File: src/rtl/mult_sequencer.sv
// rtl/mult_sequencer.sv - shift-add iterative 32x32 multiplier with pipeline stall control
// Produces the low 32 bits of the product 33 cycles after an accepted start.
module mult_sequencer (
  input  logic        clk_i,
  input  logic        rst_i,
  input  logic        start_i,
  input  logic [31:0] data1_i,
  input  logic [31:0] data2_i,
  output logic        stall_o,
  output logic        done_o,
  output logic [31:0] result_o,
  output logic        busy_o
);

  typedef enum logic [1:0] {
    S_IDLE = 2'd0,
    S_RUN  = 2'd1,
    S_DONE = 2'd2
  } state_t;

  state_t      state_q, state_d;
  logic [31:0] mcand_q, mcand_d;
  logic [31:0] mplier_q, mplier_d;
  logic [31:0] acc_q, acc_d;
  logic [5:0]  cnt_q, cnt_d;
  logic [31:0] result_q, result_d;
  logic        done_q, done_d;

  always_comb begin
    state_d  = state_q;
    mcand_d  = mcand_q;
    mplier_d = mplier_q;
    acc_d    = acc_q;
    cnt_d    = cnt_q;
    result_d = result_q;
    done_d   = 1'b0;
    case (state_q)
      S_IDLE: begin
        if (start_i) begin
          mcand_d  = data1_i;
          mplier_d = data2_i;
          acc_d    = 32'd0;
          cnt_d    = 6'd0;
          state_d  = S_RUN;
        end
      end
      S_RUN: begin
        if (mplier_q[0]) begin
          acc_d = acc_q + mcand_q;
        end
        mcand_d  = mcand_q << 1;
        mplier_d = mplier_q >> 1;
        cnt_d    = cnt_q + 6'd1;
        // Last iteration: capture the accumulator including this cycle's add.
        if (cnt_q == 6'd31) begin
          state_d  = S_DONE;
          done_d   = 1'b1;
          result_d = acc_d;
        end
      end
      S_DONE: begin
        state_d = S_IDLE;
      end
      default: begin
        state_d = S_IDLE;
      end
    endcase
  end

  always_ff @(posedge clk_i) begin
    if (rst_i) begin
      state_q  <= S_IDLE;
      mcand_q  <= 32'd0;
      mplier_q <= 32'd0;
      acc_q    <= 32'd0;
      cnt_q    <= 6'd0;
      result_q <= 32'd0;
      done_q   <= 1'b0;
    end else begin
      state_q  <= state_d;
      mcand_q  <= mcand_d;
      mplier_q <= mplier_d;
      acc_q    <= acc_d;
      cnt_q    <= cnt_d;
      result_q <= result_d;
      done_q   <= done_d;
    end
  end

  // Freeze is requested in the accepting cycle itself, but never while reset is held.
  assign stall_o  = !rst_i && (((state_q == S_IDLE) && start_i) || (state_q == S_RUN));
  assign done_o   = done_q;
  assign result_o = result_q;
  assign busy_o   = (state_q == S_RUN) || (state_q == S_DONE);

endmodule

File: config.mk
export PLATFORM = sky130hd
export DESIGN_NAME = mult_sequencer
export DESIGN_NICKNAME = d
export VERILOG_FILES = /design/src/rtl/mult_sequencer.sv
export SDC_FILE = /design/constraint.sdc
export NUM_CORES = 1
export LEC_CHECK = 0
export CELL_PAD_IN_SITES_DETAIL_PLACEMENT = 2
export CELL_PAD_IN_SITES_GLOBAL_PLACEMENT = 2
export CORE_ASPECT_RATIO = 0.75
export CORE_UTILIZATION = 33
export CTS_CLUSTER_DIAMETER = 60
export DETAILED_ROUTE_END_ITERATION = 12
export GPL_TIMING_DRIVEN = 0
export PLACE_DENSITY_LB_ADDON = 0.1
export RECOVER_POWER = 50
export SLEW_MARGIN = 20
export SYNTH_ARGS = -nofsm -noshare
export SYNTH_HDL_FRONTEND = slang
export SYNTH_SLANG_ARGS = --single-unit
File: constraint.sdc
create_clock -name clk_i -period 3.2 [get_ports clk_i]
set_clock_uncertainty 0.05 [all_clocks]
set_input_delay 0.64 -clock clk_i [delete_from_list [all_inputs] [get_ports clk_i]]
set_output_delay 0.64 -clock clk_i [all_outputs]
set_load 0.02 [all_outputs]
==> metrics <==
worst slew pin tran 1.23 ns; Hold Worst Slack 0.427 ns; CTS Sinks 137; minimum clock period 3.21 ns; GRT Util Overall 0.259; most common cell after layout, fill and taps aside nor2_1; Post-synth EDFFs 0; Critical path origin mcand_q[1]$_SDFFE_PP0P_; fillers 2,582; failing checks negative setup slack; DR pass1 iterations 5; worst skew pair latency 0.43 ns; GRT met3 Usage 0.0380; Routed WL per cell 22.3 um; Nets 1,176; vias in the first global route 8,144; CP max stage delay 0.53 ns; CORE AREA 22,500 sq um; clock-pin slew on the worst setup and hold paths 0.07 ns; Setup Viol. Count Final 1; ys async rst share 0; Leak 3.97 nW; busiest grt layer met2; CTS tree done; RD Place Congestion 0.860; antenna cells 0; drt drc 0; most frequent cells in the layout nor2_1, dfxtp_1, clkdlybuf4s50_1; Setup WS pre-CTS -0.442 ns; grt met1 use 0.371; Post-CTS Hold Buffers 0; gr ovfl total 0; post-route ant nets 0; CP arrival 3.47 ns; Final Hold Fails 0; final setup TNS -0.00804 ns; sequential element share of the synthesized area 0.356; largest net degree at the start of global routing 20; Distinct cells, synth 69; mean area per synthesized cell 8.03 sq um; Synth-to-Final Area Change 26.3%; CP Capture Type flip-flop; total power 5.08 mW; H-tree levels 4; Mapped Cells 958; Total Wirelength 30,800 um; Iteration-0 DRC Markers 484; Slew Viols, Final 0; WS Path Type flip-flop to flip-flop; Via density 5.67; met2 global-route usage 0.409; Worst path slowest cell o41ai_2; Vias 7,823; root buf cell clkbuf_16; Warnings, synthesis 0; CP Launch Type flip-flop; fmax 0.312 GHz; Worst EP required 3.47 ns; I/O pins 102; Cell Chain, Critical Path ha_1 -> a21oi_1 -> nand4b_1 -> a311oi_1 -> nor2_1 -> o41ai_2 -> a41oi_1 -> xnor2_1 -> o31a_1; port bufs 100; status complete, but fails checks; syn_nets 1,060; initial antenna violation count 0; Max VDD drop 0.371 mV; Die ar. 23,900 sq um; footprint of the multi-input gates 4570 sq um; clock buffer depth 2; reg2reg start mcand_q[1]$_SDFFE_PP0P_; detailed placement HPWL 22,500 um; fraction of layout cells with a size suffix above 1 0.0571; FP Rows 47; Hold Path Origin result_o[16]$_SDFFE_PP0P_; Yosys reg bits 137; maxcap violations 0; Die Y 134 um; Initial Utilization 0.343; number of buffers created by CTS 17; first-pass GRT wire length 47,000 um; Pwr Density 523 nW/um^2; ys flop type dfxtp_1; Mapped Area 7700 sq um; Rel. slew slack 0.177; chip width 178 um; Setup WS post-layout -0.00804 ns; Period Utilization, post-route 1.00; worst-path fanout max 4; FF+latch area 2740 sq um; Hold Path Class flip-flop to flip-flop
[state kept, by name, indices dropped and copies added (netlist names)]
name and flops:
acc_q 32, cnt_q 6, done_o 1, mcand_q 32
mplier_q 32, result_o 32, state_q 2
[stage by stage]
stage          instance area (sq um)   util  cells
2_1_floorplan                   7700      -    958
3_3_place_gp                    9060  0.404   1352
3_5_place_dp                    9080  0.404   1353
4_1_cts                         9700  0.432   1381
5_1_grt                         9720  0.433   1380
6_report                        9720  0.433   1380
[synthesized netlist by cell type, drive strengths merged (16+ instances only)]
| cell | count | area [sq um] |
|---|---|---|
| a211oi | 56 | 430 |
| a21oi | 62 | 337 |
| a31oi | 37 | 246 |
| buf | 16 | 76.3 |
| clkbuf | 51 | 201 |
| dfxtp | 137 | 2740 |
| ha | 34 | 425 |
| inv | 33 | 124 |
| mux2i | 50 | 500 |
| nand2 | 35 | 131 |
| nor2 | 185 | 694 |
| nor3 | 33 | 165 |
| o21ai | 63 | 315 |
[routing by layer]
layer,up-vias,share of wire
li1,3681,-
met1,3949,0.49
met2,168,0.45
met3,25,0.045
met4,0,0.011
met5,-,0
[final cells by class]
| type | count | area share |
|---|---|---|
| inverter | 33 | 0.0127 |
| sequential | 137 | 0.282 |
| tap | 294 | 0.0378 |
| timing repair buffer | 102 | 0.105 |
| clock inverter | 13 | 0.0198 |
| clock buffer | 18 | 0.0441 |
| multi-input combinational | 720 | 0.471 |
| buffer | 63 | 0.0283 |
[worst max-delay path, delay by kind of cell (launching register included)]
| kind | cells | cell delay [ns] |
|---|---|---|
| DFF | 1 | 0.37 |
| xor gates and xnor gates | 1 | 0.22 |
| AOI/OAI and AO/OA | 5 | 1.68 |
| adders and majority gates | 1 | 0.31 |
| and+or+nand+nor | 2 | 0.46 |
[final timing paths]
kind | endpoint | slack [ns] | cells past startpoint
worst min-delay path | result_o[16]$_SDFFE_PP0P_ | 0.43 | 2
worst max-delay path | result_o[21]$_SDFFE_PP0P_ | -0.008 | 9
worst max register to register | result_o[21]$_SDFFE_PP0P_ | -0.008 | 9
worst min register to register | result_o[16]$_SDFFE_PP0P_ | 0.43 | 2
[power by group]
group | switching [mW] | leakage [nW] | internal (mW)
Combinational | 0.638 | 2.55 | 0.369
Sequential | 0.106 | 1.12 | 1.82
Clock | 0.834 | 0.298 | 1.31
Total | 1.58 | 3.97 | 3.50
[cell families (layout without fill, tap and decap cells)]
group           count (synthesis)  in the layout  synth area share
xor+xnor                       28             28            0.0319
simple gates                  310            310             0.176
mux                            50             50            0.0650
buf+inv                       101            229            0.0533
flops                         137            137             0.356
compound gates                297            297             0.259
fa+ha+maj                      35             35            0.0579
[repair_timing]
item                       in CTS  in global routing
pin swaps                       0                  3
gates cloned                    0                  0
resized for setup               6                  6
hold endpoints to repair        0                  0
setup endpoints to repair       1                  7
setup buffers                   0                  1
(Power assumes the default switching activity.)
